File: src/rtl/imem_dmem_arbiter.sv
// Shares one single-ported unified memory between instruction fetch and data access.
// One transaction in flight; data has priority, bounded by a streak limit so fetch is never starved.
module imem_dmem_arbiter #(
   parameter int AW              = 32,
   parameter int DW              = 32,
   parameter int MAX_DATA_STREAK = 4
) (
   input  logic          clk,
   input  logic          rst,
   input  logic          if_req,
   input  logic [AW-1:0] if_addr,
   input  logic          flush_if,
   output logic          if_gnt,
   output logic          if_rvalid,
   output logic [DW-1:0] if_rdata,
   input  logic          d_req,
   input  logic          d_we,
   input  logic [AW-1:0] d_addr,
   input  logic [DW-1:0] d_wdata,
   input  logic [3:0]    d_be,
   output logic          d_gnt,
   output logic          d_rvalid,
   output logic [DW-1:0] d_rdata,
   output logic          mem_req,
   output logic          mem_we,
   output logic [AW-1:0] mem_addr,
   output logic [DW-1:0] mem_wdata,
   output logic [3:0]    mem_be,
   input  logic          mem_rvalid,
   input  logic [DW-1:0] mem_rdata,
   output logic          busy
);

   typedef enum logic [1:0] {IDLE, ISSUE, WAIT_IF, WAIT_D} state_t;

   localparam int SW = $clog2(MAX_DATA_STREAK + 1);

   state_t        state_q;
   logic [SW-1:0] streak_q;
   logic          owner_if_q;
   logic          kill_q;
   logic          mem_req_q;
   logic          mem_we_q;
   logic [AW-1:0] mem_addr_q;
   logic [DW-1:0] mem_wdata_q;
   logic [3:0]    mem_be_q;
   logic          if_rvalid_q;
   logic [DW-1:0] if_rdata_q;
   logic          d_rvalid_q;
   logic [DW-1:0] d_rdata_q;

   logic if_live;
   logic streak_full;
   logic grant_d;
   logic grant_if;

   // A fetch being flushed this cycle does not compete; the data side may take the slot.
   assign if_live     = if_req && !flush_if;
   assign streak_full = (streak_q == SW'(MAX_DATA_STREAK));
   assign grant_d     = (state_q == IDLE) && d_req && !(if_live && streak_full);
   assign grant_if    = (state_q == IDLE) && if_live && !grant_d;

   always_ff @(posedge clk or negedge rst) begin
      if (!rst) begin
         state_q     <= IDLE;
         streak_q    <= '0;
         owner_if_q  <= 1'b0;
         kill_q      <= 1'b0;
         mem_req_q   <= 1'b0;
         mem_we_q    <= 1'b0;
         mem_addr_q  <= '0;
         mem_wdata_q <= '0;
         mem_be_q    <= 4'h0;
         if_rvalid_q <= 1'b0;
         if_rdata_q  <= '0;
         d_rvalid_q  <= 1'b0;
         d_rdata_q   <= '0;
      end else begin
         mem_req_q   <= 1'b0;
         if_rvalid_q <= 1'b0;
         d_rvalid_q  <= 1'b0;
         case (state_q)
            IDLE: begin
               kill_q <= 1'b0;
               if (grant_d) begin
                  state_q     <= ISSUE;
                  owner_if_q  <= 1'b0;
                  mem_req_q   <= 1'b1;
                  mem_we_q    <= d_we;
                  mem_addr_q  <= d_addr;
                  mem_wdata_q <= d_wdata;
                  mem_be_q    <= d_be;
                  // The streak only counts data grants that actually held off a fetch.
                  if (!if_req)
                     streak_q <= '0;
                  else if (!streak_full)
                     streak_q <= streak_q + 1'b1;
               end else if (grant_if) begin
                  state_q     <= ISSUE;
                  owner_if_q  <= 1'b1;
                  mem_req_q   <= 1'b1;
                  mem_we_q    <= 1'b0;
                  mem_addr_q  <= if_addr;
                  mem_wdata_q <= '0;
                  mem_be_q    <= 4'hF;
                  streak_q    <= '0;
               end
            end
            ISSUE: begin
               state_q <= owner_if_q ? WAIT_IF : WAIT_D;
               if (owner_if_q && flush_if)
                  kill_q <= 1'b1;
            end
            WAIT_IF: begin
               if (mem_rvalid) begin
                  state_q <= IDLE;
                  kill_q  <= 1'b0;
                  if (!kill_q && !flush_if) begin
                     if_rvalid_q <= 1'b1;
                     if_rdata_q  <= mem_rdata;
                  end
               end else if (flush_if) begin
                  kill_q <= 1'b1;
               end
            end
            WAIT_D: begin
               if (mem_rvalid) begin
                  state_q    <= IDLE;
                  d_rvalid_q <= 1'b1;
                  if (!mem_we_q)
                     d_rdata_q <= mem_rdata;
               end
            end
            default: state_q <= IDLE;
         endcase
      end
   end

   assign if_gnt    = grant_if;
   assign d_gnt     = grant_d;
   assign if_rvalid = if_rvalid_q;
   assign if_rdata  = if_rdata_q;
   assign d_rvalid  = d_rvalid_q;
   assign d_rdata   = d_rdata_q;
   assign mem_req   = mem_req_q;
   assign mem_we    = mem_we_q;
   assign mem_addr  = mem_addr_q;
   assign mem_wdata = mem_wdata_q;
   assign mem_be    = mem_be_q;
   assign busy      = (state_q != IDLE);

endmodule

File: config.mk
export PLATFORM = sky130hd
export DESIGN_NAME = imem_dmem_arbiter
export DESIGN_NICKNAME = d
export VERILOG_FILES = /design/src/rtl/imem_dmem_arbiter.sv
export SDC_FILE = /design/constraint.sdc
export NUM_CORES = 1
export LEC_CHECK = 0
export CAP_MARGIN = 20
export CORE_ASPECT_RATIO = 1.1
export CORE_MARGIN = 3
export CORE_UTILIZATION = 41
export DETAILED_ROUTE_END_ITERATION = 16
export PLACE_DENSITY_LB_ADDON = 0.05
export SYNTH_ARGS = -nofsm -noshare
export SYNTH_HDL_FRONTEND = slang
export SYNTH_SLANG_ARGS = --single-unit
File: constraint.sdc
create_clock -name clk -period 2.06 [get_ports clk]
set_input_delay 0.206 -clock clk [delete_from_list [all_inputs] [get_ports clk]]
set_output_delay 0.206 -clock clk [all_outputs]
set_load 0.03 [all_outputs]
Word-level counts from Yosys, hierarchy flattened:

Cells that the tools add are included.

* flip-flop bits (word level): 143
* input bits: 139
* output and inout port bits: 139
* logic and storage cells: 78

* $add $sub $neg: 1
* equal/unequal tests: 9
* multiplexer cells: 31
* bitwise logic cells: 1
* reduce and logical (&&, ||, !) cells: 23

Operators by type and width (number)
* 32-bit two-way mux: 4
* 1-bit two-way mux: 16
* 3-bit two-way mux: 4
* 3-bit AND reduction: 4
* 3-bit inequality test, second input constant: 3
* 1-bit logical AND: 8
* 4-bit two-way mux: 2
* 2-bit two-way mux: 3
* 2-bit one-hot mux with 3 select lines: 1
* 2-bit equality test, second input constant: 2
* 1-bit zero test: 4
* 2-bit AND reduction: 2
* 2-bit nonzero test: 2
* 3-bit by 1-bit adder with 3-bit output, second input constant: 1
* 3-bit equality test, second input constant: 1
* 1-bit one-hot mux with 3 select lines: 1
* 3-bit nonzero test: 1
* 2-bit by 1-bit equality test with 1-bit output, second input constant: 1
* 2-bit zero test: 1
* 2-bit by 1-bit inequality test with 1-bit output, second input constant: 1
* 2-bit inequality test, second input constant: 1
* 2-bit OR reduction: 1
* 1-bit NOT: 1

Logic depth before layout (Yosys ltp):

* word-level depth: 10
* gate-level depth with buffers: 8
* gate-level depth less buffers: 7

Least setup slack after synthesis:

No wires, ideal clock.

* path kind: flip-flop to flip-flop
* start point: register state_q[0]
* end point: register state_q[1]
* setup time: 0.125 ns
* data arrival time: 1.728 ns
* data required time: 1.935 ns
* path slack: 0.208 ns
* cell stages (with the launch flop): 7
* buffers on the path: 0
* period minus slack after synthesis: 1.852 ns
* path through: dfrtp_1 inv_1 ha_1 inv_1 or3_1 o21ai_1 mux2_2

* longest elaborated chain between the ends: 7
* elaborated cells on any way between the ends: 15
* those cells by class: eq/ne: 5; mux: 2; reduce/logical: 8

RTL lines
* start: declaration: line 38 `state_t state_q;`
* start signal: assignment: line 110 `state_q <= owner_if_q ? WAIT_IF : WAIT_D;`
* 2-bit zero test: line 60, 61, 82
* 1-bit logical AND (2 in series): line 60 `assign grant_d = (state_q == IDLE) && d_req && !(if_live && streak_full);`
* 1-bit zero test: line 61 `assign grant_if = (state_q == IDLE) && if_live && !grant_d;`
* 1-bit logical AND: line 61
* 3-bit inequality test (no line)
* 2-bit AND reduction (no line)

Parallel ways exist; a longest one is shown, timed or not.
A chain may end at the register's enable or synchronous reset.

Worst setup path in the final report:

* start point: register streak_q[1]
* end point: output port if_gnt

* longest elaborated chain between the ends: 6

RTL lines
* start: declaration: line 39 `logic [SW-1:0] streak_q;`
* start signal: assignment: line 97 `streak_q <= streak_q + 1'b1;`
* 3-bit equality test: line 59 `assign streak_full = (streak_q == SW'(MAX_DATA_STREAK));`
* 1-bit logical AND: line 60
* 1-bit zero test: line 60
* 1-bit logical AND: line 60
* 1-bit zero test: line 61
* 1-bit logical AND: line 61
* end: declaration: line 13 `output logic if_gnt,`

No other way between the ends.

==> qor.yml <==
drt:
  vias: 4713
  detail_route.drc_violations: 0
  first_iter_violations: 200
  final_antenna_net_count: 0
  via_per_inst: 5.06
  detail_route.wirelength_mm: 16.9
  detail_route.first_pass.iterations: 4
  detail_route.wl_per_cell_microns: 18.1
power_and_ir_drop:
  irDropWorstVdd_v: 0.000813
  power.static_leakage_nw: 4.07
  cellPowerDensity_nw_per_um2: 1700
  fin_total_pwr_mw: 16.0
setup_path:
  setup.worst_path.start_class: "register"
  critical_path.max_stage_delay_ns: 0.40
  crit-reg2reg-launch: "state_q[1]$_DFFE_PN0P_"
  worstSetupPathDepth: 6
  timing.reg2reg.worst_path_depth: 7
  r2r-end: "streak_q[2]$_DFFE_PN0P_"
  cp.buffers_inverters: 2
  critPathArrivalTime_ns: 1.75
  crit_path_top_delay_cell: "dfrtp_1"
  startpoint: "streak_q[1]$_DFFE_PN0P_"
  crit_chain: "inv_1, ha_2, nand4b_1, nand3_4, and3_4, buf_12"
  reg2reg_setup_slack_ns: 0.26
  endpoint_kind: "output port"
  worst_ep_required_time_ns: 1.85
  timing.critical_path.max_delay_family: "simple AND/OR/NAND/NOR gates"
  crit_type: "reg -> out"
  worst_setup_path_endpoint: "if_gnt"
  worst-path-max-fanout: 4
place:
  gp_congestion: 0.763
  place_hpwl_mm: 12.0
  setup_slack_at_placement_ns: 0.0461
  io_buffer_count: 277
  place.detailed.instances: 896
outcome:
  outcome: "finished, final reports clean"
synthesis:
  yosys.area_share.xor_xnor_pct: 0
  post_synth_and_or_nand_nor_area_fraction_pct: 6.13
  yosys.area_share.adder_pct: 1.32
  dominantRegCellSynth: "dfrtp_1"
  synth_top_cells_by_area: "dfrtp_1 63%, mux2_2 13%, a21oi_1 6.0%"
  syn_avg_cell_area_sq_um: 12.6
  synthDominantCellAreaShare_pct: 63.0
  muxShareOfSynthArea_pct: 12.9
  synthDominantAreaCellType: "dfrtp_1"
  syn-instance-count: 451
  synth-warning-count: 0
  yosysUniqueCellTypes: 36
  ys_async_sr_fraction_pct: 100
  synth_edf_count: 0
  synth_nets: 596
  synth-compound-area-share_pct: 13.3
  ys_seq_elements: 143
  synth.cell_area_sq_um: 5680
  synth_top_family_by_area: "compound AO/OA/AOI/OAI gates"
  sequential_area_share_after_synthesis_pct: 63.0
die:
  floorplan.initialDensity_pct: 42.4
  design.core.area_sq_um: 13400
  die_w_microns: 118
  num_io_pins: 278
  placement_rows: 44
  die_height_microns: 129
  fp.dieArea_sq_um: 15300
grt:
  grt_first_pass_wirelength_mm: 26.8
  grt_antenna_before_repair: 0
  grt_overflow_total: 0
  first_global_vias: 5125
  grtUsageTotal_pct: 22.3
  grt_max_degree: 56
layout:
  areaGrowthSynthToFinish_pct: 65.4
  finish.cell_count_without_fillers: 932
  total_area_of_multi_input_combinational_cells_sq_um: 1950
  highest_count_cells_in_the_layout_ignoring_fill_and_taps: "273 x clkdlybuf4s50_1, 143 x dfrtp_1, 68 x a21oi_1, 64 x mux2_2, 37 x nand2_1"
  sequential_cell_area_sq_um: 3580
  final_common_cell: "clkdlybuf4s50_1"
  antenna-diode-count: 0
  layout-drive-gt1-share_pct: 16.3
  num-fill-cells: 1009
  fin_nets: 880
  postLayoutCoreUtil_pct: 70.2
flow_run:
  timing.max_cap.violations: 0
cts:
  clk_latency_ns: 0.41
  clockRootBuffer: "clkbuf_16"
  ctsLongestPathBuffers: 2
  cts-buffers-inserted: 17
  numClockSinks: 143
  clk_transition_reported_paths_ns: 0.06
  ctsHtreeMaxLevel: 4
  tritoncts_clock_tree: "yes"
sta:
  clock.fmax_ghz: 0.512
  timing.final.max_slew_violations: 0
  layout_setup_ws_ns: 0.106
  slew-limit-headroom_pct: 53.9
  timing.final.crit_period_ns: 1.95
  final.setup.tns_ns: 0
  rsz0062_at_grt: "no"
  period_utilization_pct: 94.8
  final-setup-viol-count: 0
  clock_skew_ns: 0.00891
  worst_slew_pin_slew_ns: 0.691
  hold_violations: 0
min_path:
  classification_of_the_worst_slack_hold_path: "in -> async"
sequential cells by signal, indices dropped and copies added, names as in the netlist:
signal      flops
if_rvalid       1
if_rdata       32
d_rdata        32
owner_if_q      1
streak_q        3
mem_addr       32
mem_req         1
mem_wdata      32
state_q         2
d_rvalid        1
kill_q          1
mem_be          4
mem_we          1
worst min path at each step:
stage,from,to,slack (ns),cells after the start
3_5_place_dp,rst,d_rdata[4]$_DFFE_PN0P_,0.16,1
6_report,rst,if_rdata[4]$_DFFE_PN0P_,0.30,2
5_1_grt,if_addr[10],mem_addr[10]$_DFFE_PN0P_,0.32,3
2_1_floorplan,rst,d_rdata[0]$_DFFE_PN0P_,-0.09,0
4_1_cts,rst,if_rdata[4]$_DFFE_PN0P_,0.31,2
3_3_place_gp,rst,if_rdata[4]$_DFFE_PN0P_,0.15,1
final cells by class:
type                       instances  area share, %
multi-input combinational        272           20.7
clock inverter                    12           1.44
tap                              184           2.45
timing repair buffer             294           32.2
inverter                           7          0.306
clock buffer                      20           4.76
sequential                       143           38.1
through the flow:
step	area [sq um]	hold slack (ns)
floorplan	5680	-0.0896
global placement	8730	0.154
detailed placement	8730	0.157
CTS	9330	0.305
global route	9390	0.320
finish	9390	0.298
layer usage:
metal / global-route usage (%) / part of all wire [%] / vias up
met3: 7.94 / 8.5 / 24
met4: 8.34 / 2.2 / 0
met5: 0 / 0 / -
met1: 24.9 / 38 / 2324
met2: 39.4 / 52 / 209
li1: - / - / 2156
logic make-up (layout without fill, tap and decap cells):
family,count (synthesis),in the layout
multiplexers,65,65
adder cells (fa/ha/maj),6,6
AND/OR/NAND/NOR,83,83
flip-flops,143,143
buffers and inverters,36,333
AO/OA/AOI/OAI,118,118
worst register-to-register path: cells and delay by family, from the launching register on:
family / cells / cell delay (ns)
DFF: 1 / 0.42
AOI/OAI and AO/OA: 3 / 0.36
buffers and inverters: 3 / 0.76
adders and majority gates: 1 / 0.20
Yosys cell counts, drive strengths merged, types with 2 or more instances:
cell type / n
buf: 25
mux2: 65
dfrtp: 143
inv: 7
a22o: 34
o21ai: 5
nor3: 2
ha: 6
nor2: 34
nor2b: 3
o22a: 4
nand2: 37
a21oi: 68
clkbuf: 4
power breakdown:
group          internal (mW)  switching (mW)
Combinational           3.65            4.48
Clock                   1.82            1.19
Sequential              4.13           0.721
Total                   9.59            6.39
timing repair:
action | 4_1_cts | 5_1_grt
hold endpoints to repair | 40 | 0
cloned | 0 | 1
resized for setup | 3 | 6
setup endpoints to repair | 3 | 2
pin swaps | 0 | 1
setup buffers | 1 | 1
hold buffers | 1 | 0
Power figures use the tool's default switching activity.
